**src/rtl/apb_pkg.sv**
```systemverilog
// Shared types and constants for the N-slave APB master.
package apb_pkg;

    typedef enum logic [1:0] {
        ST_IDLE   = 2'd0,
        ST_SETUP  = 2'd1,
        ST_ACCESS = 2'd2
    } apb_state_e;

    localparam logic RSP_OKAY = 1'b0;
    localparam logic RSP_ERR  = 1'b1;

endpackage

```
**src/rtl/apb_sel_decode.sv**
```systemverilog
// Slave index decode: one-hot select vector plus out-of-range flag.
module apb_sel_decode #(
    parameter int NUM_SLV  = 4,
    parameter int SEL_BITS = 2
) (
    input  logic [SEL_BITS-1:0] idx,
    output logic [NUM_SLV-1:0]  onehot,
    output logic                oor
);

    always_comb begin
        onehot = '0;
        for (int i = 0; i < NUM_SLV; i++) begin
            onehot[i] = (32'(idx) == 32'(i));
        end
        oor = (32'(idx) >= 32'(NUM_SLV));
    end

endmodule

```
**src/rtl/apb_master_nsel.sv**
```systemverilog
// APB master fanning one request port out to NUM_SLV slaves.
// Optional ACCESS-phase timeout enabled by defining APB_MASTER_TIMEOUT_EN.
module apb_master_nsel
    import apb_pkg::*;
#(
    parameter int  ADDR_WIDTH  = 8,
    parameter int  DATA_WIDTH  = 32,
    parameter int  NUM_SLV     = 4,
    parameter int  TIMEOUT_CYC = 16,
    localparam int SEL_BITS    = $clog2(NUM_SLV),
    localparam int STRB_W      = DATA_WIDTH / 8
) (
    input  logic                           PCLK,
    input  logic                           PRESET,
    input  logic                           req_valid,
    output logic                           req_ready,
    input  logic                           req_write,
    input  logic [SEL_BITS+ADDR_WIDTH-1:0] req_addr,
    input  logic [DATA_WIDTH-1:0]          req_wdata,
    input  logic [STRB_W-1:0]              req_strb,
    output logic                           rsp_valid,
    output logic [DATA_WIDTH-1:0]          rsp_rdata,
    output logic                           rsp_err,
    output logic [NUM_SLV-1:0]             PSEL,
    output logic                           PENABLE,
    output logic                           PWRITE,
    output logic [ADDR_WIDTH-1:0]          PADDR,
    output logic [DATA_WIDTH-1:0]          PWDATA,
    output logic [STRB_W-1:0]              PSTRB,
    input  logic [NUM_SLV-1:0]             PREADY,
    input  logic [NUM_SLV-1:0]             PSLVERR,
    input  logic [NUM_SLV*DATA_WIDTH-1:0]  PRDATA
);

    if (NUM_SLV < 2 || NUM_SLV > 16 || TIMEOUT_CYC < 1 || (DATA_WIDTH % 8) != 0) begin : g_cfg_check
        $error("apb_master_nsel: unsupported parameter set");
    end

    apb_state_e           state, state_nxt;
    logic [NUM_SLV-1:0]   sel_q;
    logic [NUM_SLV-1:0]   dec_onehot;
    logic                 dec_oor;
    logic                 pready_sel, pslverr_sel;
    logic [DATA_WIDTH-1:0] prdata_sel;
    logic                 accept, complete, timeout;

    apb_sel_decode #(
        .NUM_SLV  (NUM_SLV),
        .SEL_BITS (SEL_BITS)
    ) u_dec (
        .idx    (req_addr[ADDR_WIDTH +: SEL_BITS]),
        .onehot (dec_onehot),
        .oor    (dec_oor)
    );

    // Slave return path muxed by the captured one-hot select only.
    always_comb begin
        pready_sel  = |(PREADY & sel_q);
        pslverr_sel = |(PSLVERR & sel_q);
        prdata_sel  = '0;
        for (int i = 0; i < NUM_SLV; i++) begin
            if (sel_q[i]) prdata_sel = prdata_sel | PRDATA[i*DATA_WIDTH +: DATA_WIDTH];
        end
    end

    assign complete = (state == ST_ACCESS) && pready_sel;
    assign accept   = req_valid && req_ready;

`ifdef APB_MASTER_TIMEOUT_EN
    localparam int CNT_W = $clog2(TIMEOUT_CYC + 1);
    logic [CNT_W-1:0] to_cnt;

    always_ff @(posedge PCLK or posedge PRESET) begin
        if (PRESET)                  to_cnt <= '0;
        else if (state != ST_ACCESS) to_cnt <= '0;
        else if (!pready_sel)        to_cnt <= to_cnt + CNT_W'(1);
    end

    assign timeout = (state == ST_ACCESS) && !pready_sel && (to_cnt == CNT_W'(TIMEOUT_CYC - 1));
`else
    assign timeout = 1'b0;
`endif

    always_ff @(posedge PCLK or posedge PRESET) begin
        if (PRESET) state <= ST_IDLE;
        else        state <= state_nxt;
    end

    always_comb begin
        state_nxt = state;
        case (state)
            ST_IDLE:   if (accept && !dec_oor) state_nxt = ST_SETUP;
            ST_SETUP:  state_nxt = ST_ACCESS;
            ST_ACCESS: begin
                if (complete)     state_nxt = accept ? ST_SETUP : ST_IDLE;
                else if (timeout) state_nxt = ST_IDLE;
            end
            default:   state_nxt = ST_IDLE;
        endcase
    end

    // An out-of-range request is held off during a completing ACCESS so its
    // error response cannot collide with the completion response.
    always_comb begin
        PSEL      = (state == ST_SETUP || state == ST_ACCESS) ? sel_q : '0;
        PENABLE   = (state == ST_ACCESS);
        req_ready = 1'b0;
        if (!PRESET) begin
            case (state)
                ST_IDLE:   req_ready = 1'b1;
                ST_ACCESS: req_ready = pready_sel && !(req_valid && dec_oor);
                default:   req_ready = 1'b0;
            endcase
        end
    end

    always_ff @(posedge PCLK or posedge PRESET) begin
        if (PRESET) begin
            sel_q     <= '0;
            PWRITE    <= 1'b0;
            PADDR     <= '0;
            PWDATA    <= '0;
            PSTRB     <= '0;
            rsp_valid <= 1'b0;
            rsp_rdata <= '0;
            rsp_err   <= 1'b0;
        end else begin
            if (accept) begin
                PWRITE <= req_write;
                PADDR  <= req_addr[ADDR_WIDTH-1:0];
                PWDATA <= req_wdata;
                PSTRB  <= req_strb;
                if (!dec_oor) sel_q <= dec_onehot;
            end
            rsp_valid <= 1'b0;
            if (accept && dec_oor) begin
                rsp_valid <= 1'b1;
                rsp_err   <= RSP_ERR;
                rsp_rdata <= '0;
            end else if (complete) begin
                rsp_valid <= 1'b1;
                rsp_err   <= pslverr_sel ? RSP_ERR : RSP_OKAY;
                rsp_rdata <= PWRITE ? '0 : prdata_sel;
            end else if (timeout) begin
                rsp_valid <= 1'b1;
                rsp_err   <= RSP_ERR;
                rsp_rdata <= '0;
            end
        end
    end

endmodule

```
**config.mk**
```make
export PLATFORM = sky130hd
export DESIGN_NAME = apb_master_nsel
export DESIGN_NICKNAME = d
export VERILOG_FILES = /design/src/rtl/apb_pkg.sv /design/src/rtl/apb_sel_decode.sv /design/src/rtl/apb_master_nsel.sv
export SDC_FILE = /design/constraint.sdc
export NUM_CORES = 1
export LEC_CHECK = 0
export ABC_AREA = 0
export BUFFER_PORTS_ARGS = -buffer_cell sky130_fd_sc_hd__buf_2
export CAP_MARGIN = 30
export CORE_UTILIZATION = 46
export DETAILED_ROUTE_END_ITERATION = 10
export PLACE_DENSITY = 0.81
export SYNTH_ARGS = -nofsm -noshare
export SYNTH_HDL_FRONTEND = slang
export SYNTH_HIERARCHICAL = 1
export SYNTH_SLANG_ARGS = --single-unit
```
**constraint.sdc**
```tcl
create_clock -name PCLK -period 2.8 [get_ports PCLK]
set_clock_uncertainty 0.05 [all_clocks]
set_input_delay 0.28 -clock PCLK [delete_from_list [all_inputs] [get_ports PCLK]]
set_output_delay 0.28 -clock PCLK [all_outputs]
set_load 0.1 [all_outputs]
```
==> impl_results.md <==
* CTS Hold Bufs at 0
* Site Rows at 38
* Slew Limit Fails at 0
* CTS tree: done
* Synth Cell Area at 5230 um2
* Setup_tns at 0 ns
* Largest net degree at the start of global routing at 53
* Syn Nets at 747
* Fmax at 466 MHz
* Dpl hpwl at 11.9 mm
* Status: completed
* Worst hold path type: primary input to asynchronous set/reset pin
* Global-route wire length before repair at 27.4 mm
* Cell variety after synth at 37
* Cells after synthesis at 557
* R2R setup slack at 0.79 ns
* Fin. Hold Viols at 0
* Area grow syn2layout at 32.2%
* Most common cell after layout, fill and taps aside: buf_2
* 1st-pass router iterations at 5
* Boundary Pins at 271
* Syn Area/Cell at 9.39 um2
* DRC errors left at 0
* DR iter-0 viols at 534
* TritonCTS sink count at 85
* Worst Path Required at 2.47 ns
* Layout Nets at 972
* Max Cap Viol at 0
* CP Max Fanout at 17
* Post-DR vias/cell at 6.11
* WL per Instance at 19.0 um
* Vias in the first global route at 5608
* Setup bufs post-CTS at 0
* Final WL at 17.6 mm
* Leakage power at 3.48 nW
* Max H-tree Level at 3
* Worst EP arrival at 1.82 ns
* Worst-case reg-to-reg path depth at 6
* Share of cells above drive strength 1 at 41.4%
* Worst slew pin tran at 1.43 ns
* CP Capture Type: output port
* PwrDens at 380 nW/um2
* CTS Buffer Depth at 2
* Fill cell count at 950
* Worst path slowest cell: ha_2
* Worst path buffer plus inverter count at 2
* Setup Viol. Count Final at 0
* Post-CTS Resized at 0
* Die X at 109 um
* EDFF count, synth at 0
* Slowest Stage Delay on Critical Path at 0.45 ns
* Worst skew pair latency at 0.33 ns
* Setup crit start kind: register
* Crit path max-delay family: adder cells
* VDD IR max at 0.233 mV
* Antenna Nets Post-Route at 0
* Post-layout min period at 2.15 ns
* Unrepaired setup endpoints after global routing: false
* Antenna violations before repair at 3
* Reg-to-reg startpoint: state[0]$_DFFE_PP0P_
* Power, Total at 2.63 mW
* CTS Buf Count at 9
* Gr usage total at 30.0%
* Die height at 109 um
* R2R Path End: PWDATA[17]$_DFFE_PP0N_
* Starting density of the core at 47.6%
* Post-synthesis async set-or-reset flop share at 100%
* Yosys warnings at 6
* Reg clk slew, reported paths at 0.07 ns
* Most frequent cells in the layout: 269 x buf_2, 128 x nand2_1, 85 x dfrtp_1
* Worst path cell trace: inv_1 > ha_2 > o21ai_4 > a21boi_4 > buf_12
* Routability cong. at 0.843
* FF+latch count, synth at 85
* Primary FF master, synth: dfrtp_1
* CTS root buffer: clkbuf_16
* Via count at 5679
* Die area at 11800 um2
* Global route overflow at 0
* Rel. slew slack at 4.04%
* Core area at 11000 um2
* Sequential area share after synthesis at 40.7%
* Port Buffers at 270
* WS Path Type: register to output port
* Final worst-path cycle share at 76.6%
cell type report:
cell class | count | area [um2] | share of cell area [%]
antenna | 2 | 5.00 | 0.0724
timing repair buffer | 289 | 1510 | 21.8
clock inverter | 7 | 75.1 | 1.09
tap | 140 | 175 | 2.53
inverter | 5 | 20.0 | 0.289
clock buffer | 9 | 225 | 3.26
multi-input combinational | 392 | 2780 | 40.2
sequential | 85 | 2130 | 30.8
registers in the layout, summed over array words and instances, names as in the netlist:
| signal | flops |
|---|---|
| PWDATA | 32 |
| rsp_rdata | 32 |
| PADDR | 8 |
| PSTRB | 4 |
| sel_q | 4 |
| state | 2 |
| PWRITE | 1 |
| rsp_err | 1 |
| rsp_valid | 1 |
power by group:
group	internal [mW]	switching, mW	total [mW]
clock	0.696	0.505	1.20
combinational	0.100	0.0990	0.199
sequential	1.23	0	1.23
total	2.02	0.604	2.63
cells by family (layout without fill, tap and decap cells):
family | after synthesis | in the layout | share of synthesized area, %
buffers and inverters | 80 | 310 | 6.86
flip-flops | 85 | 85 | 40.7
AND/OR/NAND/NOR | 143 | 143 | 11.3
multiplexers | 34 | 34 | 6.53
other | 1 | 3 | 0.0717
adder cells (fa/ha/maj) | 4 | 4 | 0.957
AO/OA/AOI/OAI | 210 | 210 | 33.7
cell usage after synthesis (2+ instances only):
cell / instances / area, um2
and2_1: 4 / 25.0
nor2_1: 2 / 7.51
o21ai_0: 4 / 20.0
o2111ai_1: 49 / 429
clkbuf_1: 51 / 191
buf_2: 14 / 70.1
dfrtp_1: 85 / 2130
buf_1: 3 / 11.3
buf_6: 4 / 45.0
ha_1: 4 / 50.1
o211ai_2: 10 / 125
a221o_1: 32 / 320
buf_4: 3 / 22.5
nand2_1: 128 / 480
o211ai_1: 40 / 300
mux2i_1: 33 / 330
a22o_1: 2 / 17.5
inv_1: 5 / 18.8
a22oi_1: 66 / 495
worst max path at each step:
stage | startpoint | endpoint | slack (ns) | cells after the start
floorplan | state[0]$_DFFE_PP0P_ | req_ready | 0.15 | 7
global placement | state[0]$_DFFE_PP0P_ | PADDR[2]$_DFFE_PP0N_ | 0.86 | 6
detailed placement | PREADY[0] | rsp_rdata[6]$_DFFE_PP0P_ | 0.77 | 5
CTS | state[0]$_DFFE_PP0P_ | req_ready | 0.66 | 5
global route | state[0]$_DFFE_PP0P_ | req_ready | 0.59 | 5
finish | state[0]$_DFFE_PP0P_ | req_ready | 0.65 | 5
metrics by stage:
step / utilization, % / cells / area, um2 / worst slack (ns) / hold WS [ns]
after CTS: 62.9 / 927 / 6910 / 0.660 / 0.0498
after floorplan: - / 557 / 5250 / 0.145 / 0.353
final: 63.0 / 929 / 6920 / 0.654 / 0.0215
after detailed placement: 60.2 / 911 / 6610 / 0.772 / 0.409
after global routing: 63.0 / 929 / 6920 / 0.586 / 0.0797
after global placement: 60.2 / 911 / 6610 / 0.857 / 0.384
layer usage:
layer  GRT usage [%]  vias to the layer above  part of all wire (%)
met5               0                        -                 0.068
met4            15.0                        2                   3.3
met3            6.46                       47                   8.0
met2            52.6                      309                    50
met1            34.6                     2719                    38
li1                -                     2602                     -
No activity file was read; power rests on OpenSTA's default activity.
